==> src/rtl/msg_s2p_framer.sv <==
// Serial-to-parallel message framer: MSB-first deserialiser, frame word indexing and a 2-entry output FIFO.
// Optional macro WORD_PARITY_EN adds a word_par output (XOR of the head word) stored per FIFO entry.
module msg_s2p_framer #(
  parameter int N    = 32,
  parameter int KMEM = 32,
  localparam int IW  = $clog2(KMEM)
) (
  input  logic          clk_in,
  input  logic          rst,
  input  logic          msg,
  input  logic          datavalid,
  output logic [N-1:0]  word_out,
  output logic [IW-1:0] word_idx,
  output logic          sof,
  output logic          eof,
  output logic          word_valid,
  input  logic          word_ready,
  output logic          ovf,
`ifdef WORD_PARITY_EN
  output logic          word_par,
`endif
  output logic          busy
);

  // state | meaning
  // IDLE  | bit count is zero, no partial word held
  // SHIFT | partial word held, waiting for remaining bits
  typedef enum logic {IDLE, SHIFT} cap_state_t;

  localparam int CW = $clog2(N);

  cap_state_t      state_q, state_d;
  logic [CW-1:0]   bitcnt;
  logic [N-2:0]    shreg;
  logic [IW-1:0]   wcnt;
  logic [N-1:0]    new_word;
  logic            word_done;

  logic [N-1:0]    tail_word;
  logic [IW-1:0]   tail_idx;
  logic            tail_valid;
`ifdef WORD_PARITY_EN
  logic            tail_par;
`endif

  logic            pop, push, full_block;
  logic            head_load, head_sel_tail, tail_load;
  logic            tail_valid_d, word_valid_d;
  logic [N-1:0]    head_word_d;
  logic [IW-1:0]   head_idx_d;

  assign new_word  = {shreg, msg};
  assign word_done = datavalid && (bitcnt == CW'(N-1));
  assign busy      = (state_q == SHIFT);

  always_comb begin
    state_d = state_q;
    case (state_q)
      IDLE:    if (datavalid) state_d = SHIFT;
      SHIFT:   if (word_done) state_d = IDLE;
      default: state_d = IDLE;
    endcase
  end

  always_ff @(posedge clk_in) begin
    if (!rst) begin
      state_q <= IDLE;
      bitcnt  <= '0;
      shreg   <= '0;
    end else begin
      state_q <= state_d;
      if (datavalid) begin
        shreg  <= new_word[N-2:0];
        bitcnt <= word_done ? '0 : bitcnt + CW'(1);
      end
    end
  end

  // A pop frees a slot on the same edge, so only a full FIFO with no pop drops the word.
  always_comb begin
    pop           = word_valid & word_ready;
    full_block    = word_valid & tail_valid & ~pop;
    push          = word_done & ~full_block;
    head_load     = 1'b0;
    head_sel_tail = 1'b0;
    tail_load     = 1'b0;
    tail_valid_d  = tail_valid;
    word_valid_d  = word_valid;
    if (pop) begin
      if (tail_valid) begin
        head_load     = 1'b1;
        head_sel_tail = 1'b1;
        tail_load     = push;
        tail_valid_d  = push;
      end else begin
        head_load    = push;
        word_valid_d = push;
      end
    end else if (push) begin
      if (!word_valid) begin
        head_load    = 1'b1;
        word_valid_d = 1'b1;
      end else begin
        tail_load    = 1'b1;
        tail_valid_d = 1'b1;
      end
    end
    head_word_d = head_sel_tail ? tail_word : new_word;
    head_idx_d  = head_sel_tail ? tail_idx  : wcnt;
  end

  always_ff @(posedge clk_in) begin
    if (!rst) begin
      word_out   <= '0;
      word_idx   <= '0;
      sof        <= 1'b0;
      eof        <= 1'b0;
      word_valid <= 1'b0;
      tail_word  <= '0;
      tail_idx   <= '0;
      tail_valid <= 1'b0;
      wcnt       <= '0;
      ovf        <= 1'b0;
`ifdef WORD_PARITY_EN
      word_par   <= 1'b0;
      tail_par   <= 1'b0;
`endif
    end else begin
      word_valid <= word_valid_d;
      tail_valid <= tail_valid_d;
      if (head_load) begin
        word_out <= head_word_d;
        word_idx <= head_idx_d;
        sof      <= (head_idx_d == '0);
        eof      <= (head_idx_d == IW'(KMEM-1));
`ifdef WORD_PARITY_EN
        word_par <= head_sel_tail ? tail_par : ^new_word;
`endif
      end
      if (tail_load) begin
        tail_word <= new_word;
        tail_idx  <= wcnt;
`ifdef WORD_PARITY_EN
        tail_par  <= ^new_word;
`endif
      end
      if (push)
        wcnt <= (wcnt == IW'(KMEM-1)) ? '0 : wcnt + IW'(1);
      if (word_done && full_block)
        ovf <= 1'b1;
    end
  end

endmodule

==> config.mk <==
export PLATFORM = sky130hd
export DESIGN_NAME = msg_s2p_framer
export DESIGN_NICKNAME = d
export VERILOG_FILES = /design/src/rtl/msg_s2p_framer.sv
export SDC_FILE = /design/constraint.sdc
export NUM_CORES = 1
export LEC_CHECK = 0
export BUFFER_PORTS_ARGS = -buffer_cell sky130_fd_sc_hd__buf_2
export CORE_MARGIN = 5
export CORE_UTILIZATION = 40
export CTS_CLUSTER_DIAMETER = 120
export DETAILED_ROUTE_END_ITERATION = 10
export PLACE_DENSITY_LB_ADDON = 0.2
export SYNTH_ARGS = -nofsm -noshare
export SYNTH_HDL_FRONTEND = slang
export SYNTH_SLANG_ARGS = --single-unit
==> constraint.sdc <==
create_clock -name clk_in -period 2.7 [get_ports clk_in]
set_input_delay 0.135 -clock clk_in [delete_from_list [all_inputs] [get_ports clk_in]]
set_output_delay 0.135 -clock clk_in [all_outputs]
set_load 0.05 [all_outputs]
==> flow_summary_export.csv <==
group,metric,value,unit
placed_design,place_area,0.00527,sq mm
floorplan,die_x,121,um
power_and_ir_drop,p_leak,2.17,nW
detailed_routing,vias_per_cell,5.46,
worst_setup_path,criticalPathCategory,"reg -> reg",
synthesis,synth_nets,581,
cts,root_buffer,"clkbuf_16",
floorplan,num_rows,40,
global_routing,grt_pass1_vias,4118,
layout,postLayoutCoreUtil,0.491,
worst_setup_path,cp-start-kind,"flop",
timing,finalCritPeriodShare,0.796,
placed_design,portBuffers,46,
power_and_ir_drop,irDropWorstVdd,0.430,mV
worst_setup_path,cp_cell_sequence,"ha_1 -> and3_1 -> ha_1 -> a22o_1 -> buf_4 -> a21oi_1 -> a311oi_1",
worst_setup_path,worstPathRequired,3.01,ns
timing,fin_worst_skew,0.00872,ns
synthesis,synth-edff-count,0,
floorplan,ios,47,
cts,cts_resized,0,
detailed_routing,drc,0,
floorplan,dieArea,0.0147,sq mm
worst_setup_path,critPathMaxStageDelay,0.37,ns
layout,fin_nets,607,
cts,cts_tree,"yes",
layout,final_common_cell,"dfxtp_1",
synthesis,syn_inst,572,
timing,rsz0062_at_grt,"false",
global_routing,grt_usage,0.178,
worst_setup_path,r2r_end,"word_out[9]$_SDFFE_PN0P_",
layout,insertedDiodeCount,0,
timing,fin_crit,2.15,ns
layout,postLayoutCellArea,0.00592,sq mm
synthesis,ys_seq_area_frac,0.490,
detailed_routing,routedWlPerCell,16.2,um
detailed_routing,drt_wl_total,12.6,mm
hold_path,hold_end,"tail_word[0]$_SDFFE_PN0P_",
floorplan,start_util,0.410,
worst_setup_path,arrival,2.46,ns
status,status,"complete, no violations",
detailed_routing,via_count,4251,
cts,cts.sinks,121,
synthesis,synth_top_area_frac,0.490,
hold_path,hp-class,"in -> reg",
floorplan,coreArea,0.0121,sq mm
hold_path,hp-start,"msg",
detailed_routing,dr.pass1.iters,4,
worst_setup_path,cpMostUsedCell,"ha_1",
layout,area_growth,19.8,%
synthesis,syn_area,0.00494,sq mm
synthesis,syn_area_per_cell,8.64,sq um
synthesis,synthTopCellsByArea,"dfxtp_1 49%, a21oi_1 8.3%, a311oi_1 6.9%",
layout,layout_common_cells,"121 x dfxtp_1, 82 x a21oi_1, 76 x nand2_1, 46 x buf_2, 44 x o21ai_0",
cts,cts_buffers,17,
worst_setup_path,critPathBufInv,1,
layout,drive_gt1_frac,0.157,
worst_setup_path,crit_slowest_cell,"dfxtp_1",
layout,nFillCells,1152,
global_routing,antenna_found_initial,0,
cts,htreeDepth,4,
synthesis,async_flop_share,0,
worst_setup_path,critPathTopFamily,"compound AO/OA/AOI/OAI gates",
power_and_ir_drop,powerDensity,744,mW/mm^2
cts,cts_hold_buffers,0,
timing,setup_tns,0,ns
synthesis,synth-seq-cells,121,
global_routing,grt_pass1_wl,21.0,mm
placed_design,gp_congestion,0.792,
timing,max_freq,0.465,GHz
synthesis,yosysUniqueCellTypes,37,
detailed_routing,drt_iter0_markers,340,
timing,drv_slew,0,
cts,clk_pin_slew_worst_paths,0.05,ns
global_routing,grt_max_degree,65,
cts,post_cts_buffers,0,
worst_setup_path,ff2ff_setup_slack,0.55,ns
placed_design,dp_hpwl,7.42,mm
detailed_routing,antenna_left,0,
synthesis,yosysTopAreaCell,"dfxtp_1",
timing,max_slew_margin,0.542,
global_routing,gr-total-overflow,0,
worst_setup_path,worstSetupEndpointType,"flop",
power_and_ir_drop,finalPower,0.00441,W
synthesis,synth_flop_cell,"dfxtp_1",
synthesis,yosys_warnings,0,
timing,worstMarginPinSlew,0.685,ns
floorplan,die_h,121,um
timing,finalHoldViolations,0,
flow_run,drv_cap,0,
cts,clk_latency,0.41,ns
timing,setup_viol,0,
worst_setup_path,worstPathMaxFanout,19,
hold_path,whs_path_depth,3,
cts,clockBufferDepth,2,
worst_setup_path,reg2regPathDepth,7,
worst_setup_path,rr_startpoint,"bitcnt[0]$_SDFFE_PN0P_",
[where the power goes]
group          switching [W]  internal, W  total, W
registers         0.00000505      0.00179   0.00180
logic              0.0000761    0.0000267  0.000103
clock network       0.000778      0.00173   0.00251
[cell usage after synthesis, types with 3 or more instances]
master	instances
nor2_1	39
buf_2	16
nand3_1	42
dfxtp_1	121
and3_1	6
nand2_1	76
a311oi_1	39
buf_4	5
mux2i_1	33
buf_1	4
o21ai_0	44
a21oi_1	82
a31oi_1	3
ha_1	4
clkbuf_1	29
[layout make-up]
cell class | count | area [sq um] | area share
flip-flops and latches | 121 | 2420 | 0.409
inverters | 2 | 8.76 | 0.00148
multi-input cells | 393 | 2260 | 0.381
clock buffers | 24 | 492 | 0.0830
repair buffers | 63 | 370 | 0.0625
clock inverters | 7 | 163 | 0.0275
well taps | 168 | 210 | 0.0355
[logic make-up after synthesis]
group | Yosys count | synth area share
flip-flops | 121 | 0.490
adder cells (fa/ha/maj) | 4 | 0.0101
XOR/XNOR | 3 | 0.00683
AND/OR/NAND/NOR | 178 | 0.159
multiplexers | 33 | 0.0668
AO/OA/AOI/OAI | 175 | 0.213
buffers and inverters | 58 | 0.0549
[worst min-delay path, stage by stage]
cell     delay (ns)
buf_2          0.12
nand3_1        0.06
a21oi_1        0.05
[metal layers]
layer	track usage	routed length, um	vias up
li1	-	-	2100
met1	0.228	5870	2023
met2	0.294	6010	108
met3	0.0401	540	20
met4	0.0658	196	0
met5	0	0	-
[sequential cells by signal, indices dropped and copies added (netlist names)]
register    flops
bitcnt          5
busy            1
eof             1
ovf             1
shreg          31
sof             1
tail_idx        5
tail_valid      1
tail_word      32
wcnt            5
word_idx        5
word_out       32
word_valid      1
[stage by stage]
step	setup WS [ns]	hold WS, ns	instances
floorplan	0.773	0.273	572
global placement	0.623	0.422	747
detailed placement	0.572	0.426	747
CTS	0.542	0.000284	778
global route	0.325	0.0345	778
finish	0.551	0.00851	778
[worst max-delay path by stage]
stage / from / depth (start not counted) / to / slack, ns
CTS: bitcnt[0]$_SDFFE_PN0P_ / 7 / word_out[9]$_SDFFE_PN0P_ / 0.54
finish: bitcnt[0]$_SDFFE_PN0P_ / 7 / word_out[9]$_SDFFE_PN0P_ / 0.55
floorplan: bitcnt[0]$_SDFFE_PN0P_ / 9 / word_out[10]$_SDFFE_PN0P_ / 0.77
global route: bitcnt[0]$_SDFFE_PN0P_ / 7 / word_idx[3]$_SDFFE_PN0P_ / 0.33
global placement: bitcnt[0]$_SDFFE_PN0P_ / 6 / wcnt[3]$_SDFFE_PN0P_ / 0.62
detailed placement: bitcnt[0]$_SDFFE_PN0P_ / 7 / word_out[17]$_SDFFE_PN0P_ / 0.57
Note: power is estimated with default switching activity, not from simulation.
